$ cat src/rtl/int_ctrl_pkg.sv
// Shared definitions for the interrupt controller: register offsets,
// FSM state encoding, the "no source" index and a one-hot helper.
package int_ctrl_pkg;

    localparam int unsigned NSRC_W = 6;
    localparam int unsigned IDX_W  = 3;

    // Word offsets within the 16-byte window (addr[3:2])
    localparam logic [1:0] OFF_MASK = 2'd0;
    localparam logic [1:0] OFF_PEND = 2'd1;
    localparam logic [1:0] OFF_MODE = 2'd2;
    localparam logic [1:0] OFF_ISR  = 2'd3;

    localparam logic [IDX_W-1:0] IRQ_NONE = 3'd7;

    typedef enum logic [1:0] {
        ST_IDLE = 2'd0,
        ST_REQ  = 2'd1,
        ST_SERV = 2'd2
    } state_t;

    // One-hot decode of a source index; out-of-range indices give all zeros
    function automatic logic [NSRC_W-1:0] onehot(input logic [IDX_W-1:0] id);
        logic [NSRC_W-1:0] v;
        v = '0;
        for (int i = 0; i < int'(NSRC_W); i++) begin
            if (id == IDX_W'(i)) v[i] = 1'b1;
        end
        return v;
    endfunction

endpackage

$ cat src/rtl/int_ctrl_prio_enc.sv
// Fixed-priority encoder: lowest set bit wins.
module int_prio_enc
    import int_ctrl_pkg::*;
(
    input  logic [NSRC_W-1:0] i_vec,
    output logic [IDX_W-1:0]  o_idx_c,
    output logic              o_valid_c
);

    // Scan from the top so the lowest set index is the last assignment
    always_comb begin
        o_idx_c   = IRQ_NONE;
        o_valid_c = |i_vec;
        for (int i = int'(NSRC_W) - 1; i >= 0; i--) begin
            if (i_vec[i]) o_idx_c = IDX_W'(i);
        end
    end

endmodule

$ cat src/rtl/int_ctrl.sv
// Interrupt controller: MASK/PEND/MODE/ISR register window, priority
// arbitration and a request/service handshake towards CP0.
// Optional feature macro: INT_CTRL_EDGE_EN (MODE register + edge detection).
module int_ctrl
    import int_ctrl_pkg::*;
#(
    parameter logic [31:0] BASE = 32'h00007f20,
    parameter int unsigned NSRC = 6
)(
    input  logic            clk,
    input  logic            reset,
    input  logic [31:0]     addr,
    input  logic            we,
    input  logic [31:0]     wd,
    output logic [31:0]     rd,
    input  logic [NSRC-1:0] irq_in,
    input  logic            int_ack,
    output logic [NSRC-1:0] hwint,
    output logic [2:0]      irq_id
);

    logic [NSRC_W-1:0] r_mask;
    logic [NSRC_W-1:0] r_pend;
    logic [NSRC_W-1:0] r_hwint;
    logic [IDX_W-1:0]  r_irq_id;
    state_t            r_state;

    logic              w_sel;
    logic              w_wr_mask;
    logic              w_wr_pend;
    logic              w_wr_mode;
    logic              w_eoi;
    logic [NSRC_W-1:0] w_mode;
    logic [NSRC_W-1:0] w_pend_nxt;
    logic [NSRC_W-1:0] w_elig;
    logic [IDX_W-1:0]  w_win;
    logic              w_win_vld;
    logic              w_cur_elig;
    state_t            w_state_nxt;
    logic [NSRC_W-1:0] w_hwint_nxt;
    logic [IDX_W-1:0]  w_irq_id_nxt;
    logic              w_unused;

    assign w_unused = ^{addr[1:0], wd[31:NSRC_W], w_wr_mode};

    // Bridge decode
    assign w_sel     = (addr[31:4] == BASE[31:4]);
    assign w_wr_mask = w_sel && we && (addr[3:2] == OFF_MASK);
    assign w_wr_pend = w_sel && we && (addr[3:2] == OFF_PEND);
    assign w_wr_mode = w_sel && we && (addr[3:2] == OFF_MODE);
    assign w_eoi     = w_sel && we && (addr[3:2] == OFF_ISR);

`ifdef INT_CTRL_EDGE_EN
    logic [NSRC_W-1:0] r_mode;
    logic [NSRC_W-1:0] r_hist;
    logic [NSRC_W-1:0] w_rise;
    logic [NSRC_W-1:0] w_w1c;
    logic [NSRC_W-1:0] w_ack_clr;

    assign w_mode    = r_mode;
    assign w_rise    = irq_in & ~r_hist;
    assign w_w1c     = w_wr_pend ? wd[NSRC_W-1:0] : '0;
    assign w_ack_clr = (r_state == ST_REQ && int_ack) ? onehot(r_irq_id) : '0;
    // Edge sources: set wins over W1C/ack clear; level sources follow the pin
    assign w_pend_nxt = (w_mode & (w_rise | (r_pend & ~(w_w1c | w_ack_clr))))
                      | (~w_mode & irq_in);

    // MODE register and edge history
    always_ff @(posedge clk) begin
        if (reset) begin
            r_mode <= '0;
            r_hist <= '0;
        end else begin
            r_hist <= irq_in;
            if (w_wr_mode) r_mode <= wd[NSRC_W-1:0];
        end
    end
`else
    assign w_mode     = '0;
    // All sources are level: PEND simply tracks the pins, W1C has no effect
    assign w_pend_nxt = irq_in & ~w_unused_w1c_gate();
    function automatic logic [NSRC_W-1:0] w_unused_w1c_gate();
        return (w_wr_pend && 1'b0) ? '1 : '0;
    endfunction
`endif

    // MASK and PEND registers
    always_ff @(posedge clk) begin
        if (reset) begin
            r_mask <= '0;
            r_pend <= '0;
        end else begin
            r_pend <= w_pend_nxt;
            if (w_wr_mask) r_mask <= wd[NSRC_W-1:0];
        end
    end

    assign w_elig = r_pend & r_mask;

    int_prio_enc u_prio (
        .i_vec     (w_elig),
        .o_idx_c   (w_win),
        .o_valid_c (w_win_vld)
    );

    assign w_cur_elig = |(w_elig & onehot(r_irq_id));

    // FSM state and registered outputs
    always_ff @(posedge clk) begin
        if (reset) begin
            r_state  <= ST_IDLE;
            r_hwint  <= '0;
            r_irq_id <= IRQ_NONE;
        end else begin
            r_state  <= w_state_nxt;
            r_hwint  <= w_hwint_nxt;
            r_irq_id <= w_irq_id_nxt;
        end
    end

    // FSM next-state and next-output logic
    always_comb begin
        w_state_nxt  = r_state;
        w_hwint_nxt  = r_hwint;
        w_irq_id_nxt = r_irq_id;
        case (r_state)
            ST_IDLE: begin
                w_hwint_nxt  = '0;
                w_irq_id_nxt = IRQ_NONE;
                if (w_win_vld) begin
                    w_state_nxt  = ST_REQ;
                    w_hwint_nxt  = onehot(w_win);
                    w_irq_id_nxt = w_win;
                end
            end
            ST_REQ: begin
                if (int_ack) begin
                    w_state_nxt = ST_SERV;
                    w_hwint_nxt = '0;
                end else if (!w_cur_elig) begin
                    w_state_nxt  = ST_IDLE;
                    w_hwint_nxt  = '0;
                    w_irq_id_nxt = IRQ_NONE;
                end else if (w_win != r_irq_id) begin
                    w_hwint_nxt  = onehot(w_win);
                    w_irq_id_nxt = w_win;
                end
            end
            ST_SERV: begin
                w_hwint_nxt = '0;
                if (w_eoi) begin
                    w_state_nxt  = ST_IDLE;
                    w_irq_id_nxt = IRQ_NONE;
                end
            end
            default: begin
                w_state_nxt  = ST_IDLE;
                w_hwint_nxt  = '0;
                w_irq_id_nxt = IRQ_NONE;
            end
        endcase
    end

    // Combinational read mux; unselected or unused bits read 0
    always_comb begin
        rd = '0;
        if (w_sel) begin
            case (addr[3:2])
                OFF_MASK: rd = 32'(r_mask);
                OFF_PEND: rd = 32'(r_pend);
                OFF_MODE: rd = 32'(w_mode);
                default:  rd = 32'(r_irq_id);
            endcase
        end
    end

    assign hwint  = r_hwint;
    assign irq_id = r_irq_id;

endmodule

$ cat config.mk
export PLATFORM = sky130hd
export DESIGN_NAME = int_ctrl
export DESIGN_NICKNAME = d
export VERILOG_FILES = /design/src/rtl/int_ctrl_pkg.sv /design/src/rtl/int_ctrl_prio_enc.sv /design/src/rtl/int_ctrl.sv
export SDC_FILE = /design/constraint.sdc
export NUM_CORES = 1
export LEC_CHECK = 0
export ABC_AREA = 1
export CELL_PAD_IN_SITES_DETAIL_PLACEMENT = 0
export CELL_PAD_IN_SITES_GLOBAL_PLACEMENT = 2
export CORE_MARGIN = 3
export CORE_UTILIZATION = 18
export DETAILED_ROUTE_END_ITERATION = 10
export PLACE_DENSITY_LB_ADDON = 0.08
export REMOVE_ABC_BUFFERS = 1
export SYNTH_ARGS = -nofsm -noshare
export SYNTH_HDL_FRONTEND = slang
export SYNTH_SLANG_ARGS = --single-unit
$ cat constraint.sdc
create_clock -name clk -period 3.2 [get_ports clk]
set_clock_uncertainty 0.15 [all_clocks]
set_input_delay 0.32 -clock clk [delete_from_list [all_inputs] [get_ports clk]]
set_output_delay 0.32 -clock clk [all_outputs]
set_load 0.05 [all_outputs]
# ---- Word level (Yosys, flattened, before mapping)
# Index checks and enable logic that the tools add are counted.
# W data, S select, Z words.
dict set report classes {
  n_eq_ne 23
  mux 36
  n_bitwise 2
  reduce_logical 11
}
# op count
set op_table {}
lappend op_table {{$mux W32} 1}
lappend op_table {{$eq A28 B11 Y1 const B} 1}
lappend op_table {{$mux W3} 9}
lappend op_table {{$mux W6} 4}
lappend op_table {{$pmux W6 S3} 1}
lappend op_table {{$and A6 B6 Y6} 2}
lappend op_table {{$eq A3 B2 Y1 const B} 4}
lappend op_table {{$eq A3 B3 Y1 const B} 4}
lappend op_table {{$mux W1} 12}
lappend op_table {{$mux W2} 6}
lappend op_table {{$pmux W6 S2} 1}
lappend op_table {{$reduce_or A6 Y1} 2}
lappend op_table {{$pmux W3 S3} 1}
lappend op_table {{$eq A2 B2 Y1 const B} 3}
lappend op_table {{$eq A3 B1 Y1 const B} 2}
lappend op_table {{$logic_not A3 Y1} 2}
lappend op_table {{$ne A3 B3 Y1 const B} 2}
lappend op_table {{$pmux W2 S3} 1}
lappend op_table {{$reduce_and A3 Y1} 2}
lappend op_table {{$eq A2 B1 Y1 const B} 2}
lappend op_table {{$logic_not A2 Y1} 2}
lappend op_table {{$ne A2 B2 Y1 const B} 2}
lappend op_table {{$ne A4 B4 Y1 const B} 1}
lappend op_table {{$logic_and A1 B1 Y1} 3}
lappend op_table {{other kinds (2)} 2}
dict set report totals {
  register_bits 23
  input_bits 74
  wordCells 77
}

# ---- Logic depth before layout (Yosys ltp)
# Gate-level depths: netlist of run 1.
dict set report logic_depth {
  ltp_word 13
  mapped_depth 13
  depth_no_buf 13
}

# ---- By module
# Synthesis of run 1 repeated with hierarchy kept, for this count alone.
dict set report unflattened {
  hier_cells 290
  hier_area_um2 1764.2
}
# mod n_inst cells_each area_per_inst_um2 seq_area_each_um2
set modules_own_cells {}
lappend modules_own_cells {int_ctrl 1 277 1696.6 460.4}
lappend modules_own_cells {int_prio_enc 1 13 67.6 0.0}

# ---- Least setup slack after synthesis of run 1
# No wires, ideal clock.
dict set report synth_path {
  kind {input to output}
  start {in addr[21]}
  end {out rd[0]}
  arrival_time_ns 1.750
  required_ns 2.730
  setup_slack_ns 0.980
  cell_stages 5
  path_buffers 0
  path_cell_list {nor4_1 -> nand2_1 -> nor2_1 -> nand4_1 -> a31oi_1}
}
dict set report synth_via {
  elab_chain_cells 2
}
# item line_no
set synth_lines {}
lappend synth_lines {{from (decl)} int_ctrl.sv:12} ;# input logic [31:0] addr,
lappend synth_lines {{$eq A28 B11 Y1} int_ctrl.sv:47} ;# assign w_sel = (addr[31:4] == BASE[31:4]);
lappend synth_lines {{$mux W32} int_ctrl.sv:167} ;# if (w_sel) begin
lappend synth_lines {{to (decl)} int_ctrl.sv:15} ;# output logic [31:0] rd,
# Every way passes these cells.

# ---- Worst setup path in the final report of run 1
dict set report layout_path {
  start {in addr[20]}
  end {out rd[0]}
}
# The elaborated chain is that of the path after synthesis.

==> results.yml, run 1 <==
outcome:
  outcome: "complete, no violations"
place:
  gp_congestion: 0.733
  port_buffers: 60
  dp_hpwl_mm: 4.35
  pre_cts_ws_ns: 0.601
die:
  die_h_um: 104
  die_area_um2: 10800
  pin_count: 115
  rows: 35
  start_util_pct: 18.5
  core_area_um2: 9280
  die_w_um: 104
critical_path:
  slowest_delay_ns: 0.43
  critPathSlowestCell: "clkdlybuf4s50_1"
  crit_buf_inv: 2
  crit_path_start_kind: "input pin"
  cp_top_family: "simple AND/OR/NAND/NOR gates"
  ff2ff_path_depth: 11
  endpoint_kind: "primary output"
  critPathMaxFanout: 6
  worstPathArrival_ns: 2.07
  crit_path_cell_trace: "clkdlybuf4s50_1, nor4_1, nand2_1, nor2_1, nand4_1, a31oi_1, buf_4"
  cp.required_ns: 2.73
  path_class: "input pin to primary output"
  critical_path_cell_count: 7
synth:
  synth.most_common_cell: "nand2_1"
  ys_warn_count: 0
  synthCells: 270
  yosysUniqueCellTypes: 23
  syn-cell-area_um2: 1720
  yosys.area_share.simple_pct: 42.8
  synthMuxAreaShare_pct: 0
  yosys.area.top_type: "dfxtp_1"
  synthTopCellsByArea: "dfxtp_1 (27%), nand2_1 (12%), buf_4 (11%)"
  synth_edf_count: 0
  ys_async_sr_fraction_pct: 0
  ys_top_cells_by_count: "nand2_1 (53), inv_1 (38), nor2_1 (36)"
  synth_top_family_by_area: "simple AND/OR/NAND/NOR gates"
  yosys.area.top_type_share_pct: 26.8
  synth_seq_area_share_pct: 26.8
  synth-seq-cells: 23
  synth_compound_area_share_pct: 9.53
  synthXorXnorAreaFrac_pct: 0
  syn_area_per_cell_um2: 6.37
  ys.flop_type: "dfxtp_1"
  synthAdderAreaFrac_pct: 0
global_routing:
  grt_use_total_pct: 9.71
  grt_max_degree: 16
  grt_pass1_wl_mm: 8.51
  grt_pass1_vias: 1689
  grt.overflow.total: 0
  antenna_found_initial: 0
timing:
  tns_ns: 0
  worst_pin_slew_ns: 0.511
  period_share_pct: 79.3
  min_period_ns: 2.54
  fmax_mhz: 394
  setup_viol: 0
  setup_ws_ns: 0.661
  rsz0062_at_grt: "no"
  finalHoldViolations: 0
  maxSlewViolCount: 0
  slew_headroom_pct: 65.8
finish:
  final_nets: 407
  nFillCells: 1089
  drive_above_1_share_pct: 11.4
  num_antenna_cells: 0
  area_growth_pct: 40.4
clock_tree:
  cts.reportedPaths.clkPinSlew_ns: 0.09
  cts.sinks: 23
  cts_tree: "done"
  clockBufferDepth: 2
  cts_buffers: 3
  postCtsHoldBufs: 0
  post_cts_buffers: 0
  cts_root_buf: "clkbuf_8"
  clk_latency_ns: 0.27
  cts.htree.levels: 1
  ctsResizeCount: 0
routing:
  dr.pass1.iters: 4
  drc: 0
  drt_iter0_markers: 55
  vias: 1721
  wirelength_mm: 5.31
  via_per_inst: 3.73
  routedWlPerCell_um: 11.5
  ant_nets: 0
min_path:
  min_path_type: "register to register"
  min_path_cells: 2
power_and_ir_drop:
  p_leak_nw: 1.06
  power_density_nw_per_um2: 268
  max-vdd-ir-drop_uv: 122
run:
  drv_cap: 0
through the flow:
step	total power [mW]	cell area, µm²	hold slack (ns)	util [%]	std cells
6_report	0.647	2410	0.320	26.0	461
5_1_grt	0.684	2410	0.348	26.0	461
4_1_cts	0.659	2410	0.327	26.0	461
3_5_place_dp	0.456	2370	0.311	25.5	457
3_3_place_gp	0.457	2370	0.311	25.5	457
2_1_floorplan	0.385	1610	0.239	-	267
cell families after synthesis:
logic type,Yosys count
other cells,1
buf+inv,69
flops,23
simple gates,147
compound gates,30
area by class of cell:
class,instances,area (µm²),area share (%)
clock buffers,3,41.3,1.71
multi-input cells,203,997,41.3
repair buffers,61,593,24.6
clock inverters,1,7.51,0.311
inverters,41,154,6.37
well taps,129,161,6.68
flip-flops and latches,23,460,19.1
cell usage in the layout, fill, tap and decap left out:
cell,instances
nand2_4,4
nand4_1,4
nand3_4,2
nor2_1,36
inv_2,3
nor4_1,4
clkdlybuf4s50_1,54
nand2_2,13
o21ai_0,8
a31oi_1,2
nor3_1,2
buf_4,7
o221ai_1,1
nand3_1,26
inv_1,38
conb_1,26
clkinvlp_4,1
a21oi_2,1
nand2_1,53
o21ai_2,1
nand3_2,1
dfxtp_1,23
nor2_8,2
clkbuf_8,3
a21oi_1,17
state kept, by name, summed over array words and instances, names as in the netlist:
register and cells:
hwint 6, irq_id 3, r_mask 6, r_pend 6
r_state 2
power by group:
group / internal (mW) / switching [mW]
clock network: 0.0884 / 0.110
registers: 0.290 / 0.00270
logic: 0.0574 / 0.0991
final timing paths:
kind              from        end  slack (ns)
max           addr[20]      rd[0]        0.66
max reg2reg  irq_id[1]  irq_id[1]        1.46
min reg2reg  r_mask[4]  r_mask[4]        0.32
min          r_mask[4]  r_mask[4]        0.32
per-layer routing:
metal  vias up  share of wire, %  routed length (µm)  GRT usage, %
met2        58                43                2290          15.4
li1        926                 -                   -             -
met4         0              0.79                  42          2.56
met1       735                50                2660          13.5
met3         2               5.9                 311          1.81
met5         -                 0                   0             0
worst reg2reg max path: cells and delay by family, from the launching register on:
kind          cells  cell delay [ns]
flops             1             0.51
simple gates      9             0.79
buf+inv           2             0.17
No activity file was read; power rests on OpenSTA's default activity.
==> inputs of run 2 (changes only) <==
Settings changed: CORE_UTILIZATION 18 to 15.
Clock period 3.2 ns to 2.15 ns, I/O delays scaled along.
==> run 2 against run 1 <==
Compared with the run above:
- worst hold slack worse by 0.0056 ns
- combinational power up 50%
- worst setup slack got worse by 0.58 ns
- routed wire length is 4.1% higher
- non-clock buffer count grew 11
- register-to-register slack lost 1.1 ns
- largest cell class unchanged
==> results.yml, run 2 (synthesis results as in run 1) <==
outcome:
  outcome: "complete, no violations"
timing:
  period_share_pct: 96.1
  slew_headroom_pct: 65.9
  setup_ws_ns: 0.0843
  setup_viol: 0
  maxSlewViolCount: 0
  worst_pin_slew_ns: 0.510
  whs_ns: 0.314
  rsz0062_at_grt: "no"
  fmax_mhz: 484
  finalHoldViolations: 0
  min_period_ns: 2.07
finish:
  final_util_pct: 24.3
  stdcell_count: 483
  num_antenna_cells: 0
  drive_above_1_share_pct: 16.6
  layout_commonest_cell: "nand2_1"
  area_growth_pct: 55.7
  most-common-layout-cells: "nand2_1 (53), clkdlybuf4s50_1 (42), inv_1 (38)"
  regArea_um2: 460
  multi_input_area_um2: 1050
  nFillCells: 1264
  final_nets: 418
clock_tree:
  cts_buffers: 3
  clk_latency_ns: 0.26
  clockBufferDepth: 2
  cts_root_buf: "clkbuf_16"
  cts.sinks: 23
  cts.reportedPaths.clkPinSlew_ns: 0.07
  postCtsHoldBufs: 0
  cts_tree: "done"
  post_cts_buffers: 0
  cts.htree.levels: 1
critical_path:
  worstPathArrival_ns: 1.70
  endpoint_kind: "primary output"
  crit_path_start_kind: "input pin"
  cp.required_ns: 1.78
  critical_path.reg2reg.endpoint: "irq_id[2]"
  path_class: "input pin to primary output"
  reg2reg_from: "irq_id[1]"
  critPathMaxFanout: 6
  regToRegSetupSlack_ns: 0.40
  ff2ff_path_depth: 11
routing:
  dr.pass1.iters: 6
  drt_iter0_markers: 95
  vias: 1830
  wirelength_mm: 5.52
  via_per_inst: 3.79
  drc: 0
  ant_nets: 0
  routedWlPerCell_um: 11.4
global_routing:
  grt_pass1_vias: 1843
  antenna_found_initial: 0
  grt_pass1_wl_mm: 8.99
  grt.overflow.total: 0
  grt_use_total_pct: 8.70
  grt_max_degree: 15
min_path:
  min_path_cells: 3
  min_path_type: "input pin to register"
  hold_path_end: "r_pend[4]"
  hp-start: "irq_in[4]"
die:
  rows: 38
  pin_count: 115
  die_h_um: 113
  core_area_um2: 11000
  die_area_um2: 12800
  die_w_um: 113
  start_util_pct: 15.6
power_and_ir_drop:
  power_density_nw_per_um2: 408
  p_leak_nw: 1.21
  max-vdd-ir-drop_uv: 233
place:
  gp_congestion: 0.700
  dp_hpwl_mm: 4.56
  port_buffers: 60
  pre_cts_ws_ns: -0.183
  dp.cells: 479
run:
  drv_cap: 0
-- run 2: changes by cell type in the layout (fill, tap and decap cells not counted), moves of 4 or more --
cell,previous run,this run
clkdlybuf4s50_1,54,42
buf_12,0,6
dlygate4sd2_1,0,6
dlymetal6s2s_1,0,6
buf_4,7,11
nor4_1,4,0
nor4_2,0,4
-- run 2: what timing repair did --
item	in CTS	in global routing
pin swaps	4	7
resized for setup	13	9
setup endpoints to repair	6	6
-- run 2: worst max path at each step --
| stage | start | to | slack, ns | cells after the start |
|---|---|---|---|---|
| 2_1_floorplan | irq_id[0] | rd[0] | 0.07 | 2 |
| 3_3_place_gp | addr[21] | rd[1] | -0.20 | 9 |
| 3_5_place_dp | addr[21] | rd[1] | -0.18 | 9 |
| 4_1_cts | addr[21] | rd[0] | 0.02 | 9 |
| 5_1_grt | addr[17] | rd[0] | 0.009 | 7 |
| 6_report | addr[17] | rd[0] | 0.08 | 7 |
-- run 2: layout make-up --
class | instances | share of cell area [%]
clock inverters | 1 | 0.187
flip-flops and latches | 23 | 17.2
inverters | 41 | 5.74
well taps | 140 | 6.54
multi-input cells | 203 | 39.1
clock buffers | 3 | 2.80
repair buffers | 72 | 28.4
-- run 2: worst max-delay path: stages --
cell and delay, ns:
clkdlybuf4s50_1 0.44, nor4_2 0.30, nand4_1 0.15, buf_6 0.17, a31oi_1 0.15, buf_4 0.15, buf_12 0.13
-- run 2: through the flow --
step,TNS (ns),power (mW),cell area (µm²)
finish,0,1.09,2680
global route,0,1.15,2680
detailed placement,-0.894,0.683,2540
CTS,0,1.12,2650
global placement,-1.13,0.684,2540
floorplan,0,0.573,1610
-- run 2: power by group --
| group | switching, mW | internal [mW] |
|---|---|---|
| combinational | 0.152 | 0.0829 |
| sequential | 0.00364 | 0.432 |
| clock | 0.172 | 0.251 |
-- run 2: metal layers --
metal	global-route usage, %	share of wire (%)	up-vias
met2	15.5	47	69
met5	0	0	-
met4	2.16	1.2	0
met1	10.8	46	808
met3	1.55	6.3	5
li1	-	-	948
==> inputs of run 3 (changes only) <==
Settings changed: CORE_ASPECT_RATIO from default to 1.4.
==> run 3 against run 2 <==
Compared with the run above:
- design area is 0.98% lower
- power rose by 0.51%
- core utilization shrank 0.25 points
- critical endpoint is now rd[1]
==> results.yml, run 3 (synthesis results as in run 1) <==
die:
  start_util_pct: 15.6
  core_area_um2: 11000
  pin_count: 115
  die_h_um: 133
  rows: 45
  die_area_um2: 12800
  die_w_um: 96.5
routing:
  drc: 0
  dr.pass1.iters: 4
  wirelength_mm: 5.97
  routedWlPerCell_um: 12.4
  via_per_inst: 3.78
  ant_nets: 0
  drt_iter0_markers: 57
  vias: 1812
run:
  drv_cap: 0
critical_path:
  worstPathArrival_ns: 1.68
  path_class: "input pin to primary output"
  critPathMaxFanout: 6
  crit_path_start_kind: "input pin"
  cp.required_ns: 1.78
  ff2ff_path_depth: 10
  endpoint_kind: "primary output"
clock_tree:
  cts.htree.levels: 1
  postCtsHoldBufs: 0
  cts.sinks: 23
  cts_root_buf: "clkbuf_16"
  post_cts_buffers: 0
  cts_buffers: 3
  clockBufferDepth: 2
  cts.reportedPaths.clkPinSlew_ns: 0.06
  cts_tree: "done"
  clk_latency_ns: 0.27
power_and_ir_drop:
  internal_power_mw: 0.770
  p_seq_share_pct: 39.7
  p_leak_nw: 1.14
  power_density_nw_per_um2: 415
  p_switching_mw: 0.329
  total_power_mw: 1.10
  power.share.combinational_pct: 21.6
  swShare_pct: 30.0
  max-vdd-ir-drop_uv: 205
  power_frac_clock_pct: 38.8
finish:
  drive_above_1_share_pct: 16.5
  area_growth_pct: 54.2
  stdcell_count: 480
  most-common-layout-cells: "nand2_1 (53), clkdlybuf4s50_1 (44), inv_1 (38)"
  final_nets: 414
  num_antenna_cells: 0
  layout_commonest_cell: "nand2_1"
timing:
  rsz0062_at_grt: "no"
  min_period_ns: 2.05
  finalHoldViolations: 0
  period_share_pct: 95.2
  tns_ns: 0
  setup_viol: 0
  slew_headroom_pct: 66.8
  fmax_mhz: 488
  maxSlewViolCount: 0
  worst_pin_slew_ns: 0.497
outcome:
  outcome: "complete, no violations"
global_routing:
  grt_pass1_wl_mm: 9.14
  grt.overflow.total: 0
  grt_use_total_pct: 9.36
  grt_max_degree: 15
  antenna_found_initial: 0
  grt_pass1_vias: 1812
min_path:
  min_path_type: "input pin to register"
  min_path_cells: 3
place:
  gp_congestion: 0.679
  dp.cells: 480
  port_buffers: 60
  dp_hpwl_mm: 4.87
-- run 3: cell count changes in the layout (fill, tap and decap cells not counted), moves of 2 or more --
cell / before / now
a21oi_4: 0 / 2
clkdlybuf4s50_1: 42 / 44
dlymetal6s2s_1: 6 / 1
nor4_1: 0 / 2
nor4_2: 4 / 2
-- run 3: final cells by class --
type / instances / area (µm²)
clock buffers: 4 / 78.8
fillers: 1270 / 8380
inverters: 41 / 154
multi-input cells: 203 / 1070
flip-flops and latches: 23 / 460
well taps: 141 / 176
repair buffers: 68 / 712
-- run 3: path summary, 6_finish.rpt --
path / to / slack (ns) / start
max: rd[1] / 0.10 / addr[21]
min: r_pend[5] / 0.31 / irq_in[5]
max reg2reg: irq_id[0] / 0.43 / r_pend[0]
min reg2reg: r_mask[5] / 0.31 / r_mask[5]
-- run 3: power groups by stage --
| stage | combinational (mW) | sequential (mW) | clock (mW) |
|---|---|---|---|
| final | 0.237 | 0.436 | 0.426 |
| after global routing | 0.255 | 0.436 | 0.453 |
| after CTS | 0.238 | 0.436 | 0.452 |
| after detailed placement | 0.238 | 0.446 | 0 |
| after global placement | 0.238 | 0.446 | 0 |
| after floorplan | 0.129 | 0.445 | 0 |
-- run 3: through the flow --
stage               setup WS (ns)  utilization (%)  hold WS, ns  instance area [µm²]
finish                      0.103             24.0        0.308                 2650
global placement           -0.209             22.9        0.305                 2530
CTS                        0.0346             23.9        0.303                 2640
global route              0.00684             24.0        0.319                 2650
detailed placement         -0.189             22.9        0.304                 2530
floorplan                  0.0665                -        0.134                 1610
-- run 3: repair_timing --
item | in CTS | in global routing
endpoints found under the setup margin | 6 | 6
pin swaps | 4 | 3
resized for setup | 17 | 3
-- run 3: layer usage --
metal	vias up	share of wire [%]	track usage [%]
met1	797	39	10.6
met2	70	50	16.7
li1	940	-	-
met4	0	1.7	3.90
met3	5	8.8	1.71
met5	-	0	0
-- run 3: worst max-delay path, stage by stage --
cell and delay [ns]:
clkdlybuf4s50_1 0.43, nor4_1 0.18, nand2_1 0.10, nor2_2 0.11, nand4_1 0.12, buf_6 0.18
a31oi_4 0.18, buf_12 0.16
==> patch 1, RTL diff (flow settings as in run 3) <==
Add a define of `INT_CTRL_EDGE_EN`.
--- a/src/rtl/int_ctrl.sv
+++ b/src/rtl/int_ctrl.sv
@@ -2,4 +2,6 @@
 // arbitration and a request/service handshake towards CP0.
 // Optional feature macro: INT_CTRL_EDGE_EN (MODE register + edge detection).
+`define INT_CTRL_EDGE_EN
+
 module int_ctrl
     import int_ctrl_pkg::*;
Formal check against the unedited RTL: not equivalent (a bounded check fails within 4 cycles, from zero or initial values and one cycle with reset high).
==> patch 1 against run 3 <==
Critical path type unchanged; non-clock buffer count up 22; die area rose by 33%; fmax up 1.4%; clock power is 68% higher; synthesized area up 35%; sequential cell count rose by 12; core utilization down 1.2 points; largest cell class unchanged; critical path depth unchanged; hold slack worse by 3.5 ps; final area is 30% higher; total power up 51%; sequential power grew 53%; setup slack better by 29 ps; routed wire length is 44% higher.
==> patch 1: results (changes against run 3) <==
{
  "run_status": {"value": "completed", "change": "unchanged"},
  "drt_iter0_drc": {"value": 56, "change": "was 57"},
  "dpl.cell_count": {"value": 635, "change": "was 480"},
  "static_leakage": {"value": 1.55, "unit": "nW", "change": "was 1.14 nW"},
  "cts-htree-levels": {"value": 2, "change": "was 1"},
  "routed_via_density": {"value": 3.85, "change": "was 3.78"},
  "crit-reg2reg-launch": {"value": "irq_id[0]", "change": "was r_pend[0]"},
  "vias": {"value": 2493, "change": "was 1812"},
  "cp_data_arrival_time": {"value": 1650, "unit": "ps", "change": "was 1680 ps"},
  "globalplace.congestion": {"value": 0.743, "change": "was 0.679"},
  "crit_startpoint": {"value": "addr[25]", "change": "was addr[21]"},
  "yosysUniqueCellTypes": {"value": 28, "change": "was 23"},
  "detailedPlace.worstSlack": {"value": -242, "unit": "ps", "change": "was -189 ps"},
  "placed_area": {"value": 3270, "unit": "µm²", "change": "was 2530 µm²"},
  "worst-path-max-fanout": {"value": 6, "change": "unchanged"},
  "hold_path.startpoint": {"value": "irq_in[1]", "change": "was irq_in[5]"},
  "most_common_library_cells_after_synthesis": {"value": "70 x sky130_fd_sc_hd__nand2_1, 54 x sky130_fd_sc_hd__inv_1, 42 x sky130_fd_sc_hd__nor2_1", "change": "was 53 x sky130_fd_sc_hd__nand2_1, 38 x sky130_fd_sc_hd__inv_1, 36 x sky130_fd_sc_hd__nor2_1"},
  "synth.avg_cell_area": {"value": 6.35, "unit": "µm²", "change": "was 6.37 µm²"},
  "grt_first_pass_wirelength": {"value": 13.5, "unit": "mm", "change": "was 9.14 mm"},
  "total_cts_buffers": {"value": 5, "change": "was 3"},
  "grt_util_all_layers": {"value": 0.102, "change": "was 0.0936"},
  "num-nets-final": {"value": 528, "change": "was 414"},
  "largest_net_degree_at_the_start_of_global_routing": {"value": 20, "change": "was 15"},
  "post-dp-hpwl": {"value": 7.03, "unit": "mm", "change": "was 4.87 mm"},
  "netlist_top_cells_area": {"value": "sky130_fd_sc_hd__dfxtp_1 30%, sky130_fd_sc_hd__nand2_1 11%, sky130_fd_sc_hd__buf_4 8.7%, sky130_fd_sc_hd__inv_1 8.7%, sky130_fd_sc_hd__nor2_1 6.8%", "change": "was sky130_fd_sc_hd__dfxtp_1 27%, sky130_fd_sc_hd__nand2_1 12%, sky130_fd_sc_hd__buf_4 11%, sky130_fd_sc_hd__inv_1 8.3%, sky130_fd_sc_hd__nor2_1 7.9%"},
  "dr.pass1.iters": {"value": 5, "change": "was 4"},
  "via_count_of_the_first_global_routing_pass": {"value": 2487, "change": "was 1812"},
  "ir_drop": {"value": 0.276, "unit": "mV", "change": "was 0.205 mV"}
}
[patch 1: metal layers]
layer,vias to the layer above,wire [µm],global-route usage
li1,1300,-,-
met1,1130,3590,0.120
met2,58,4560,0.187
met3,5,313,0.0190
met4,0,107,0.0307
met5,-,0,0
[patch 1: power by group]
group	internal [mW]	leakage, nW	switching (mW)
combinational	0.0957	1.20	0.183
sequential	0.661	0.285	0.00580
clock	0.429	0.0679	0.287
[patch 1: layout make-up]
class                      instances  area [µm²]  area share
inverter                          57         214      0.0619
multi-input combinational        265        1290       0.374
tap                              192         240      0.0695
sequential                        35         701       0.203
clock buffer                       7         133      0.0384
clock inverter                     1        5.00     0.00145
timing repair buffer              90         870       0.252
[patch 1: path summary, 6_finish.rpt]
kind | endpoint | slack [ps] | cells past startpoint
setup / recovery | rd[1] | 130 | 8
hold reg to reg | hwint[5] | 310 | 2
hold / removal | r_hist[1] | 300 | 3
setup reg to reg | irq_id[1] | 220 | 9
[patch 1: cells by family after synthesis]
logic type | count (synthesis) | synth area share
AOI/OAI and AO/OA | 58 | 0.136
buffers and inverters | 91 | 0.195
and+or+nand+nor | 181 | 0.366
DFF | 35 | 0.302
other | 1 | 0.00161
[patch 1: repair_timing]
item,4_1_cts,5_1_grt
buffers inserted,4,0
setup endpoints to repair,6,6
resized for setup,32,7
pin swaps,11,7
[patch 1: critical path: stages]
cell and delay (ps):
sky130_fd_sc_hd__clkdlybuf4s50_1 430, sky130_fd_sc_hd__nor4_2 150, sky130_fd_sc_hd__nand3b_1 120, sky130_fd_sc_hd__nor2_2 170, sky130_fd_sc_hd__inv_2 100, sky130_fd_sc_hd__a211oi_2 180
sky130_fd_sc_hd__buf_4 150, sky130_fd_sc_hd__buf_12 120
==> patch 2, RTL diff (settings of run 3) <==
Made on the original files. Encoding of `state_t`: now one-hot (3 bits for 3 states).
--- a/src/rtl/int_ctrl_pkg.sv
+++ b/src/rtl/int_ctrl_pkg.sv
@@ -14,8 +14,8 @@
     localparam logic [IDX_W-1:0] IRQ_NONE = 3'd7;
 
-    typedef enum logic [1:0] {
-        ST_IDLE = 2'd0,
-        ST_REQ  = 2'd1,
-        ST_SERV = 2'd2
+    typedef enum logic [2:0] {
+        ST_IDLE = 3'b001,
+        ST_REQ  = 3'b010,
+        ST_SERV = 3'b100
     } state_t;
 
Formal check against the unedited RTL: no difference found for any inputs over 10 cycles, from zero or initial values and one cycle with reset high; not proved beyond that.
==> patch 2 against run 3 <==
Synthesized area increased by 2.0%; sequential cell count up 1; critical path type unchanged; critical path depth stayed put; total power up 13%; clock power grew 30%; setup slack improved by 6.3 ps; die area increased by 1.9%; routed wire length grew 7.2%; largest cell class unchanged; final area grew 4.5%.
==> patch 2: results (changes against run 3) <==
{
  "worst-r2r-setup-slack": {"value": 380, "unit": "ps", "change": "was 430 ps"},
  "detailedPlace.worstSlack": {"value": -104, "unit": "ps", "change": "was -189 ps"},
  "wl_per_instance": {"value": 12.7, "unit": "µm", "change": "was 12.4 µm"},
  "grt_first_pass_wirelength": {"value": 10.5, "unit": "mm", "change": "was 9.14 mm"},
  "routed-wl-met2": {"value": 3.50, "unit": "mm", "change": "was 2.99 mm"},
  "max-slew-margin-rel": {"value": 0.668, "change": "about the same"},
  "yosysUniqueCellTypes": {"value": 31, "change": "was 23"},
  "drive_gt1_frac": {"value": 0.154, "change": "was 0.165"},
  "fraction_of_the_yosys_area_taken_by_sequential_cells": {"value": 0.274, "change": "was 0.268"},
  "run_status": {"value": "completed", "change": "unchanged"},
  "whs": {"value": 313, "unit": "ps", "change": "was 308 ps"},
  "post-dp-hpwl": {"value": 5.36, "unit": "mm", "change": "was 4.87 mm"},
  "num-nets-final": {"value": 433, "change": "was 414"},
  "most_common_library_cells_after_synthesis": {"value": "71 x sky130_fd_sc_hd__nand2_1, 40 x sky130_fd_sc_hd__nor2_1, 38 x sky130_fd_sc_hd__inv_1", "change": "was 53 x sky130_fd_sc_hd__nand2_1, 38 x sky130_fd_sc_hd__inv_1, 36 x sky130_fd_sc_hd__nor2_1"},
  "hold_depth": {"value": 2, "change": "was 3"},
  "worstReg2RegEnd": {"value": "hwint[4]", "change": "was irq_id[0]"},
  "netlist_top_cells_area": {"value": "sky130_fd_sc_hd__dfxtp_1 27%, sky130_fd_sc_hd__nand2_1 15%, sky130_fd_sc_hd__buf_4 11%, sky130_fd_sc_hd__nor2_1 8.6%, sky130_fd_sc_hd__inv_1 8.1%", "change": "was sky130_fd_sc_hd__dfxtp_1 27%, sky130_fd_sc_hd__nand2_1 12%, sky130_fd_sc_hd__buf_4 11%, sky130_fd_sc_hd__inv_1 8.3%, sky130_fd_sc_hd__nor2_1 7.9%"},
  "min_delay_worst_endpoint": {"value": "r_mask[3]", "change": "was r_pend[5]"},
  "grt_util_all_layers": {"value": 0.101, "change": "was 0.0936"},
  "met3_wirelength": {"value": 296, "unit": "µm", "change": "was 524 µm"},
  "crit_startpoint": {"value": "addr[6]", "change": "was addr[21]"},
  "crit-reg2reg-launch": {"value": "r_mask[3]", "change": "was r_pend[0]"},
  "static_leakage": {"value": 1.26, "unit": "nW", "change": "was 1.14 nW"},
  "finish.cell_count_without_fillers": {"value": 502, "change": "was 480"},
  "syn-instance-count": {"value": 285, "change": "was 270"},
  "routed_via_density": {"value": 3.74, "change": "was 3.78"},
  "hold_path.startpoint": {"value": "r_mask[3]", "change": "was irq_in[5]"},
  "via_count_of_the_first_global_routing_pass": {"value": 1995, "change": "was 1812"}
}
==> patch 2: logic make-up after synthesis <==
group | after synthesis | share of synthesized area
AOI/OAI and AO/OA | 25 | 0.0777
xor gates and xnor gates | 2 | 0.00998
buffers and inverters | 74 | 0.215
DFF | 24 | 0.274
other | 1 | 0.00214
and+or+nand+nor | 159 | 0.422
==> patch 2: area by class of cell <==
| class | instances | area [µm²] |
|---|---|---|
| multi-input cells | 212 | 1060 |
| clock inverters | 1 | 30.0 |
| repair buffers | 74 | 779 |
| well taps | 144 | 180 |
| flip-flops and latches | 24 | 480 |
| inverters | 44 | 165 |
| clock buffers | 3 | 75.1 |
| fillers | 1331 | 8620 |
==> patch 2: what timing repair did <==
| item | CTS | global route |
|---|---|---|
| pin swaps | 7 | 5 |
| endpoints found under the setup margin | 6 | 6 |
| gates resized for setup | 15 | 11 |
| buffers inserted | 0 | 0 |
| endpoints found under the hold margin | 0 | 0 |
==> patch 2: layer usage <==
metal | vias up | GRT usage
li1 | 979 | -
met4 | 0 | 0.0300
met2 | 58 | 0.196
met3 | 5 | 0.0182
met1 | 837 | 0.110
met5 | - | 0
==> patch 2: power by group <==
part	internal [mW]	leakage, nW	switching, mW	total, mW
registers	0.450	0.195	0.00306	0.453
logic	0.0862	1.02	0.155	0.241
clock network	0.371	0.0511	0.182	0.553
total	0.908	1.26	0.340	1.25
==> patch 2: worst max path at each step <==
| stage | slack [ps] | endpoint | cells past startpoint |
|---|---|---|---|
| after floorplan | 60 | rd[1] | 2 |
| after global placement | -110 | rd[5] | 9 |
| after detailed placement | -100 | rd[1] | 8 |
| after CTS | 10 | rd[0] | 8 |
| after global routing | -20 | rd[4] | 8 |
| final | 110 | rd[4] | 8 |
